**src/rtl/fu_issue_sched_pkg.sv**
```systemverilog
// Shared definitions for the functional-unit issue scheduler: op classes and opcode constants.
package fu_issue_sched_pkg;

    // ALU opcode of the multiply; every other non-memory op executes on the ALU
    localparam logic [4:0] ALU_MULQ = 5'h0a;

    // Functional-unit class of an issued op
    typedef enum logic [1:0] {
        FuClassAlu  = 2'd0,
        FuClassMult = 2'd1,
        FuClassMem  = 2'd2
    } fu_class_e;

    // Memory ops take priority over the opcode, so a load carrying a MULQ opcode is still mem-class
    function automatic fu_class_e decode_class(input logic       rd_mem,
                                               input logic       wr_mem,
                                               input logic [4:0] alu_op);
        fu_class_e cls;
        if (rd_mem || wr_mem) begin
            cls = FuClassMem;
        end else if (alu_op == ALU_MULQ) begin
            cls = FuClassMult;
        end else begin
            cls = FuClassAlu;
        end
        return cls;
    endfunction

endpackage

```
**src/rtl/fu_issue_sched_cdb_resv_shift.sv**
```systemverilog
// CDB reservation shift register. Bit k set means the CDB is claimed k cycles from now.
// Each cycle every reservation moves one slot closer to slot 0, masked slots are dropped,
// and new claims are ORed in at arbitrary slots.
module fu_issue_sched_cdb_resv_shift #(
    parameter int unsigned DEPTH = 5
) (
    input  logic             clk,
    input  logic             reset,
    input  logic [DEPTH-1:0] flush_mask,
    input  logic [DEPTH-1:0] set_mask,
    output logic [DEPTH-1:0] resv
);

    logic [DEPTH-1:0] resv_q;
    logic [DEPTH-1:0] resv_d;
    logic [DEPTH-1:0] kept;

    // Advance reservations one slot, drop the masked ones, then merge the new claims
    always_comb begin
        kept   = {1'b0, resv_q[DEPTH-1:1]} & ~flush_mask;
        resv_d = kept | set_mask;
    end

    // Reservation state register
    always_ff @(posedge clk) begin
        if (reset) begin
            resv_q <= '0;
        end else begin
            resv_q <= resv_d;
        end
    end

    assign resv = resv_q;

    // A new claim landing on a slot that is already reserved would be a CDB collision
    a_no_collision: assert property (@(posedge clk) disable iff (reset)
        (kept & set_mask) == '0);

endmodule

```
**src/rtl/fu_issue_sched.sv**
```systemverilog
// Functional-unit issue scheduler. Produces the ex/mult/mem free signals that gate reservation
// station readiness, keeps ALU, multiplier and load results from colliding on the CDB,
// enforces the multiplier initiation interval and allows a single outstanding memory op.
module fu_issue_sched #(
    parameter int unsigned EX_LAT   = 1,
    parameter int unsigned MULT_LAT = 4,
    parameter int unsigned MULT_II  = 2
) (
    input  logic              clk,
    input  logic              reset,
    input  logic              issue_en,
    input  logic [4:0]        issue_ALUop,
    input  logic              issue_rd_mem,
    input  logic              issue_wr_mem,
    input  logic              mem_wb_req,
    input  logic              mem_done,
    input  logic              flush,
    output logic              ex_free,
    output logic              mult_free,
    output logic              mem_free,
    output logic              cdb_busy,
    output logic [MULT_LAT:0] resv_vec
);

    import fu_issue_sched_pkg::*;

    localparam int unsigned Depth = MULT_LAT + 1;
    localparam int unsigned IiW   = (MULT_II > 1) ? $clog2(MULT_II) : 1;

    localparam logic [IiW-1:0] IiReload = IiW'(MULT_II - 1);

    // Slots written by a new claim in the next-state vector
    localparam logic [Depth-1:0] AluSetSlot  = Depth'(1) << (EX_LAT - 1);
    localparam logic [Depth-1:0] MultSetSlot = Depth'(1) << (MULT_LAT - 1);
    localparam logic [Depth-1:0] WbSetSlot   = Depth'(1);

    // Slots an issue this cycle would land on, viewed in the current vector
    localparam logic [Depth-1:0] AluChkSlot  = Depth'(1) << EX_LAT;
    localparam logic [Depth-1:0] MultChkSlot = Depth'(1) << MULT_LAT;

    // A load writeback requested now claims the next cycle, which collides with a 1-cycle FU
    localparam bit ExLatOne   = (EX_LAT == 1);
    localparam bit MultLatOne = (MULT_LAT == 1);

    fu_class_e        issue_class;
    logic             alu_issue;
    logic             mult_issue;
    logic             mem_issue;
    logic [Depth-1:0] resv;
    logic [Depth-1:0] set_mask;
    logic [Depth-1:0] flush_mask;
    logic [IiW-1:0]   ii_cnt_q;
    logic [IiW-1:0]   ii_cnt_d;
    logic             mem_busy_q;
    logic             mem_busy_d;

    // Classify the issued op; issues in a flush cycle are squashed and claim nothing
    always_comb begin
        issue_class = decode_class(issue_rd_mem, issue_wr_mem, issue_ALUop);
        alu_issue   = issue_en && !flush && (issue_class == FuClassAlu);
        mult_issue  = issue_en && !flush && (issue_class == FuClassMult);
        mem_issue   = issue_en && !flush && (issue_class == FuClassMem);
    end

    // New CDB claims and the flush mask for the reservation shifter
    always_comb begin
        set_mask = '0;
        if (alu_issue) begin
            set_mask = set_mask | AluSetSlot;
        end
        if (mult_issue) begin
            set_mask = set_mask | MultSetSlot;
        end
        // Load data still returns after a squash, so its claim survives the flush
        if (mem_wb_req) begin
            set_mask = set_mask | WbSetSlot;
        end
        flush_mask = {Depth{flush}};
    end

    fu_issue_sched_cdb_resv_shift #(
        .DEPTH (Depth)
    ) u_resv_shift (
        .clk        (clk),
        .reset      (reset),
        .flush_mask (flush_mask),
        .set_mask   (set_mask),
        .resv       (resv)
    );

    // Next-state for the multiplier II counter and the memory-busy flag
    always_comb begin
        ii_cnt_d   = ii_cnt_q;
        mem_busy_d = mem_busy_q;

        if (flush) begin
            ii_cnt_d = '0;
        end else if (mult_issue) begin
            ii_cnt_d = IiReload;
        end else if (ii_cnt_q != '0) begin
            ii_cnt_d = ii_cnt_q - IiW'(1);
        end

        // The outstanding memory op survives a flush and still has to report done
        if (mem_issue) begin
            mem_busy_d = 1'b1;
        end else if (mem_done) begin
            mem_busy_d = 1'b0;
        end
    end

    // Scheduler state registers
    always_ff @(posedge clk) begin
        if (reset) begin
            ii_cnt_q   <= '0;
            mem_busy_q <= 1'b0;
        end else begin
            ii_cnt_q   <= ii_cnt_d;
            mem_busy_q <= mem_busy_d;
        end
    end

    // Free signals and debug outputs
    always_comb begin
        ex_free   = ((resv & AluChkSlot) == '0) && !(mem_wb_req && ExLatOne);
        mult_free = (ii_cnt_q == '0) && ((resv & MultChkSlot) == '0) &&
                    !(mem_wb_req && MultLatOne);
        mem_free  = !mem_busy_q;
        cdb_busy  = resv[0];
        resv_vec  = resv;
    end

    // Caller protocol checks; violations are not recovered
    a_alu_issue_free: assert property (@(posedge clk) disable iff (reset)
        !(issue_en && (issue_class == FuClassAlu) && !ex_free));
    a_mult_issue_free: assert property (@(posedge clk) disable iff (reset)
        !(issue_en && (issue_class == FuClassMult) && !mult_free));
    a_mem_issue_free: assert property (@(posedge clk) disable iff (reset)
        !(issue_en && (issue_class == FuClassMem) && !mem_free));
    a_mem_done_busy: assert property (@(posedge clk) disable iff (reset)
        !(mem_done && !mem_busy_q));
    a_mem_set_clr: assert property (@(posedge clk) disable iff (reset)
        !(mem_issue && mem_done));
    a_wb_slot_free: assert property (@(posedge clk) disable iff (reset)
        !(mem_wb_req && resv[1]));

endmodule

```
**config.mk**
```make
export PLATFORM = sky130hd
export DESIGN_NAME = fu_issue_sched
export DESIGN_NICKNAME = d
export VERILOG_FILES = /design/src/rtl/fu_issue_sched_pkg.sv /design/src/rtl/fu_issue_sched_cdb_resv_shift.sv /design/src/rtl/fu_issue_sched.sv
export SDC_FILE = /design/constraint.sdc
export NUM_CORES = 1
export LEC_CHECK = 0
export BUFFER_PORTS_ARGS = -buffer_cell sky130_fd_sc_hd__buf_2
export CAP_MARGIN = 10
export CELL_PAD_IN_SITES_DETAIL_PLACEMENT = 0
export CELL_PAD_IN_SITES_GLOBAL_PLACEMENT = 1
export CORE_MARGIN = 5
export CORE_UTILIZATION = 19
export CTS_CLUSTER_DIAMETER = 30
export CTS_CLUSTER_SIZE = 16
export DETAILED_ROUTE_END_ITERATION = 8
export GPL_ROUTABILITY_DRIVEN = 0
export PLACE_DENSITY_LB_ADDON = 0.1
export SYNTH_ARGS = -nofsm -noshare
export SYNTH_HDL_FRONTEND = slang
export SYNTH_SLANG_ARGS = --single-unit
```
**constraint.sdc**
```tcl
create_clock -name clk -period 1.4 [get_ports clk]
set_clock_uncertainty 0.2 [all_clocks]
set_input_delay 0.42 -clock clk [delete_from_list [all_inputs] [get_ports clk]]
set_output_delay 0.42 -clock clk [all_outputs]
set_load 0.01 [all_outputs]
```
Word-level counts from Yosys, hierarchy flattened --
Index checks and enable logic that the tools add are counted. Widths: inputs -> output; s select.
Cells by class: equality and inequality tests 3, reductions and logical operators 15, muxes and demuxes 9, add/sub/neg operators 1, bitwise operators 4
Operator list (count):
- $logic_not 5->1 | 2
- $mux 1 | 7
- $logic_and 1x1->1 | 6
- $and 4x5->5 | 1
- $eq 5x4->1 const B | 1
- $not 5->5 | 1
- $or 5x4->5 | 1
- $mux 4 | 1
- $logic_not 1->1 | 3
- $eq 2x1->1 const B | 1
- $eq 2x2->1 const B | 1
- $logic_not 2->1 | 1
- $mux 2 | 1
- $reduce_bool 2->1 | 1
- $reduce_or 2->1 | 1
- $logic_or 1x1->1 | 1
- $not 1->1 | 1
- $sub 1x1->1 const B | 1
Word-level totals: logic and storage cells 35, register bits 7

Depth between registers and ports, before layout --
word-level depth 9, depth in mapped cells 3, depth with buffers taken out 3

By module --
A second synthesis with hierarchy kept.
Unflattened totals: cell total of the unflattened synthesis 35, area, all modules 342.8 um2
By module, submodules not included:
- fu_issue_sched_cdb_resv_shift | sequential area each 100.1 um2, times used 1, area an instance 196.4 um2, cells an instance 18
- fu_issue_sched | sequential area each 40.0 um2, times used 1, area an instance 146.4 um2, cells an instance 17

Worst setup path before layout --
Ideal clock, no wire load.
path kind input port to flip-flop, start input port flush, end register ii_cnt_q, library setup time 0.092 ns, required time 1.108 ns, path buffers 0, stages on the path 3, setup slack 0.014 ns, data arrival time 1.094 ns, cell sequence nand2b_4 > or4_4 > nor4_1
Between the ends: longest elaborated chain between the ends 4
Ends and longest elaborated chain:
- start, declared | RTL line fu_issue_sched.sv:17 | input logic flush,
- $logic_not 1->1 | RTL line fu_issue_sched.sv:61 | mult_issue = issue_en && !flush && (issue_class == FuClassMult);
- $logic_and 1x1->1 (2 in a row) | RTL line fu_issue_sched.sv:61
- $mux 1 | RTL line fu_issue_sched.sv:98 | end else if (mult_issue) begin
- end signal, assigned | RTL line fu_issue_sched.sv:118 | ii_cnt_q <= ii_cnt_d;
- end, declared | RTL line fu_issue_sched.sv:52 | logic [IiW-1:0] ii_cnt_q;
Several ways; a longest one is shown, not always the timed one. A chain may end at the register's enable or synchronous reset.

Worst setup path after layout --
start register u_resv_shift.resv_q[1] (netlist: u_resv_shift.resv[1]), end output port ex_free
Between the ends: longest elaborated chain between the ends 2
Ends and longest elaborated chain:
- start, declared | RTL line fu_issue_sched_cdb_resv_shift.sv:14 | logic [DEPTH-1:0] resv_q;
- start signal, assigned | RTL line fu_issue_sched_cdb_resv_shift.sv:29 | resv_q <= resv_d;
- $logic_not 5->1 | RTL line fu_issue_sched.sv:125 | ex_free = ((resv & AluChkSlot) == '0) && !(mem_wb_req && ExLatOne);
- $logic_and 1x1->1 | RTL line fu_issue_sched.sv:125
- end, declared | RTL line fu_issue_sched.sv:18 | output logic ex_free,
Every way passes these cells.

==> metrics <==
crit path DAT=0.75 ns; Final Hold Fails=0; number of fill cells=142; Tot GR Track Use=7.19%; syn avg cell area=9.31 um2; final slew viol count=0; # Max-Cap Violations=0; Hold Buf Count CTS=0; setup slack, reg-to-reg=0.52 ns; Seq/Total Area, Yosys=47.8%; clk slew on worst S/H paths=0.05 ns; Synth Area in Adders=0%; Compound-Gate Fraction of Synth Area=6.97%; Yosys warning count=0; Chip Width=46.4 um; Initial Util=19.8%; Die Footprint=2150 um2; most common cell after layout, fill and taps aside=buf_2; Post-DRT Antenna Nets=0; Layout Nets=65; mux share of post-synthesis cell area=0%; I/O pin count=22; first-pass GRT wire length=1.03 mm; area of the multi-input gates=105 um2; Worst R2R End=mem_busy_q; simple-gate portion of the synthesized area=33.3%; Post-Syn Instances=27; maximum VDD drop=0.418 mV; Die Height=46.4 um; combinational family with the most area after synthesis=simple AND/OR/NAND/NOR gates; Critical Path Start=u_resv_shift.resv[1]; RSZ-0062 raised after global routing=true; worst min-delay path class=input port to register; # DRC=0; post-synth top area cell=dfxtp_1; Crit Path Category=register to output port; largest net degree at the start of global routing=5; Core Region=1270 um2; setup tns final=0 ns; # rows=13; Num CTS Buffers=3; Synth cell types=14; outcome=finished clean; most frequent cells in the layout=19 x buf_2, 5 x dfxtp_1, 3 x inv_1, 3 x clkbuf_4; H-tree Lvls=1; CTS max path bufs=2; Synth top area share=47.8%; vias in the first global route=249; vias per cell=4.06; clk sinks=6; Critical Path Sink Type=output port; number of diodes=0; share of cells above drive strength 1=56.0%; Final setup viols=0; routed wire length=682 um; placed insts=62; final core utilization=31.6%; P&R area growth vs syn=59.2%; drt pass-1 iters=2; Tmin final=1.37 ns; fmax=728 MHz; Post-Syn Area=251 um2; Synth area leaders=dfxtp_1 48%, buf_4 6.0%, nor3b_1 6.0%; Tot Pwr=396 uW; CP max FO=3; R2R depth=3; DR vias=264; WL per Instance=10.5 um; Power Dens Cells=989 nW/um2; Non-Filler Instances=65; CTS tree=done; Post-Syn Nets=40; antenna violations before repair=0; # port buffers=20; FF/Latch Area=121 um2; beginning of the worst register-to-register path=mem_busy_q; Critical Path Start Type=register; Remaining Overflow, GRT=0; xor/xnor share of the synthesized area=0%; CP required=0.78 ns; Worst setup endpoint=ex_free; DRT iter0 DRCs=1; Final Cycle Share=98.2%; synthesis-stage register bit count=6; Pleak=0.197 nW; DP Wirelength=563 um; clk_lat worst skew=0.25 ns; clk root buf=clkbuf_4
[per-layer routing]
metal	wire, um	vias to the layer above	track usage (%)	part of all wire (%)
met1	271	105	8.06	40
met5	0	-	0	0
met4	8	0	3.41	1.2
met3	104	2	5.86	15
li1	-	137	-	-
met2	298	20	9.62	44
[how the worst min path moves through the flow]
| stage | cells past startpoint | startpoint | endpoint |
|---|---|---|---|
| finish | 2 | issue_ALUop[0] | ii_cnt_q |
| global route | 2 | issue_ALUop[0] | u_resv_shift.resv[3] |
| CTS | 2 | issue_ALUop[0] | ii_cnt_q |
| detailed placement | 1 | u_resv_shift.resv[2] | u_resv_shift.resv[1] |
| global placement | 1 | u_resv_shift.resv[2] | u_resv_shift.resv[1] |
| floorplan | 1 | reset | mem_busy_q |
[critical path, stage by stage (launching register included)]
cell and delay (ns):
dfxtp_2 0.32, nor2_1 0.07, buf_2 0.13
[cells in the mapped netlist (all sizes together)]
master and n:
or4 1, nor4 2, nor3 1, nand2b 3, nor2b 1, a21oi 1
nor3b 2, conb 1, nor2 2, inv 3, buf 2, dfxtp 6
o22ai 2
[cell type report]
| type | count | area share, % |
|---|---|---|
| multi-input cells | 16 | 26.3 |
| repair buffers | 22 | 30.3 |
| clock buffers | 3 | 5.62 |
| inverters | 3 | 2.81 |
| flip-flops and latches | 6 | 30.3 |
| well taps | 15 | 4.69 |
[registers in the layout (all words and copies together) (netlist names)]
register / count
u_resv_shift.resv: 4
ii_cnt_q: 1
mem_busy_q: 1
[kinds of logic after synthesis]
group	count (synthesis)
AOI/OAI and AO/OA	3
buffers and inverters	5
DFF	6
other	1
and+or+nand+nor	12
[power breakdown]
group | internal, mW | switching (mW) | total [mW]
clock | 0.0974 | 0.0681 | 0.165
sequential | 0.175 | 0.00103 | 0.176
combinational | 0.0300 | 0.0251 | 0.0551
[stage by stage]
step	cell area [um2]	hold slack, ns	setup slack [ns]
global route	400	0.161	-0.0199
floorplan	251	0.292	0.0139
detailed placement	370	0.264	-0.185
finish	400	0.163	0.0256
global placement	370	0.255	-0.168
CTS	393	0.157	0.00947
[repair_timing]
action	4_1_cts	5_1_grt
setup buffers	0	0
setup endpoints to repair	0	2
gates resized for setup	0	2
No activity file was read; power rests on OpenSTA's default activity.
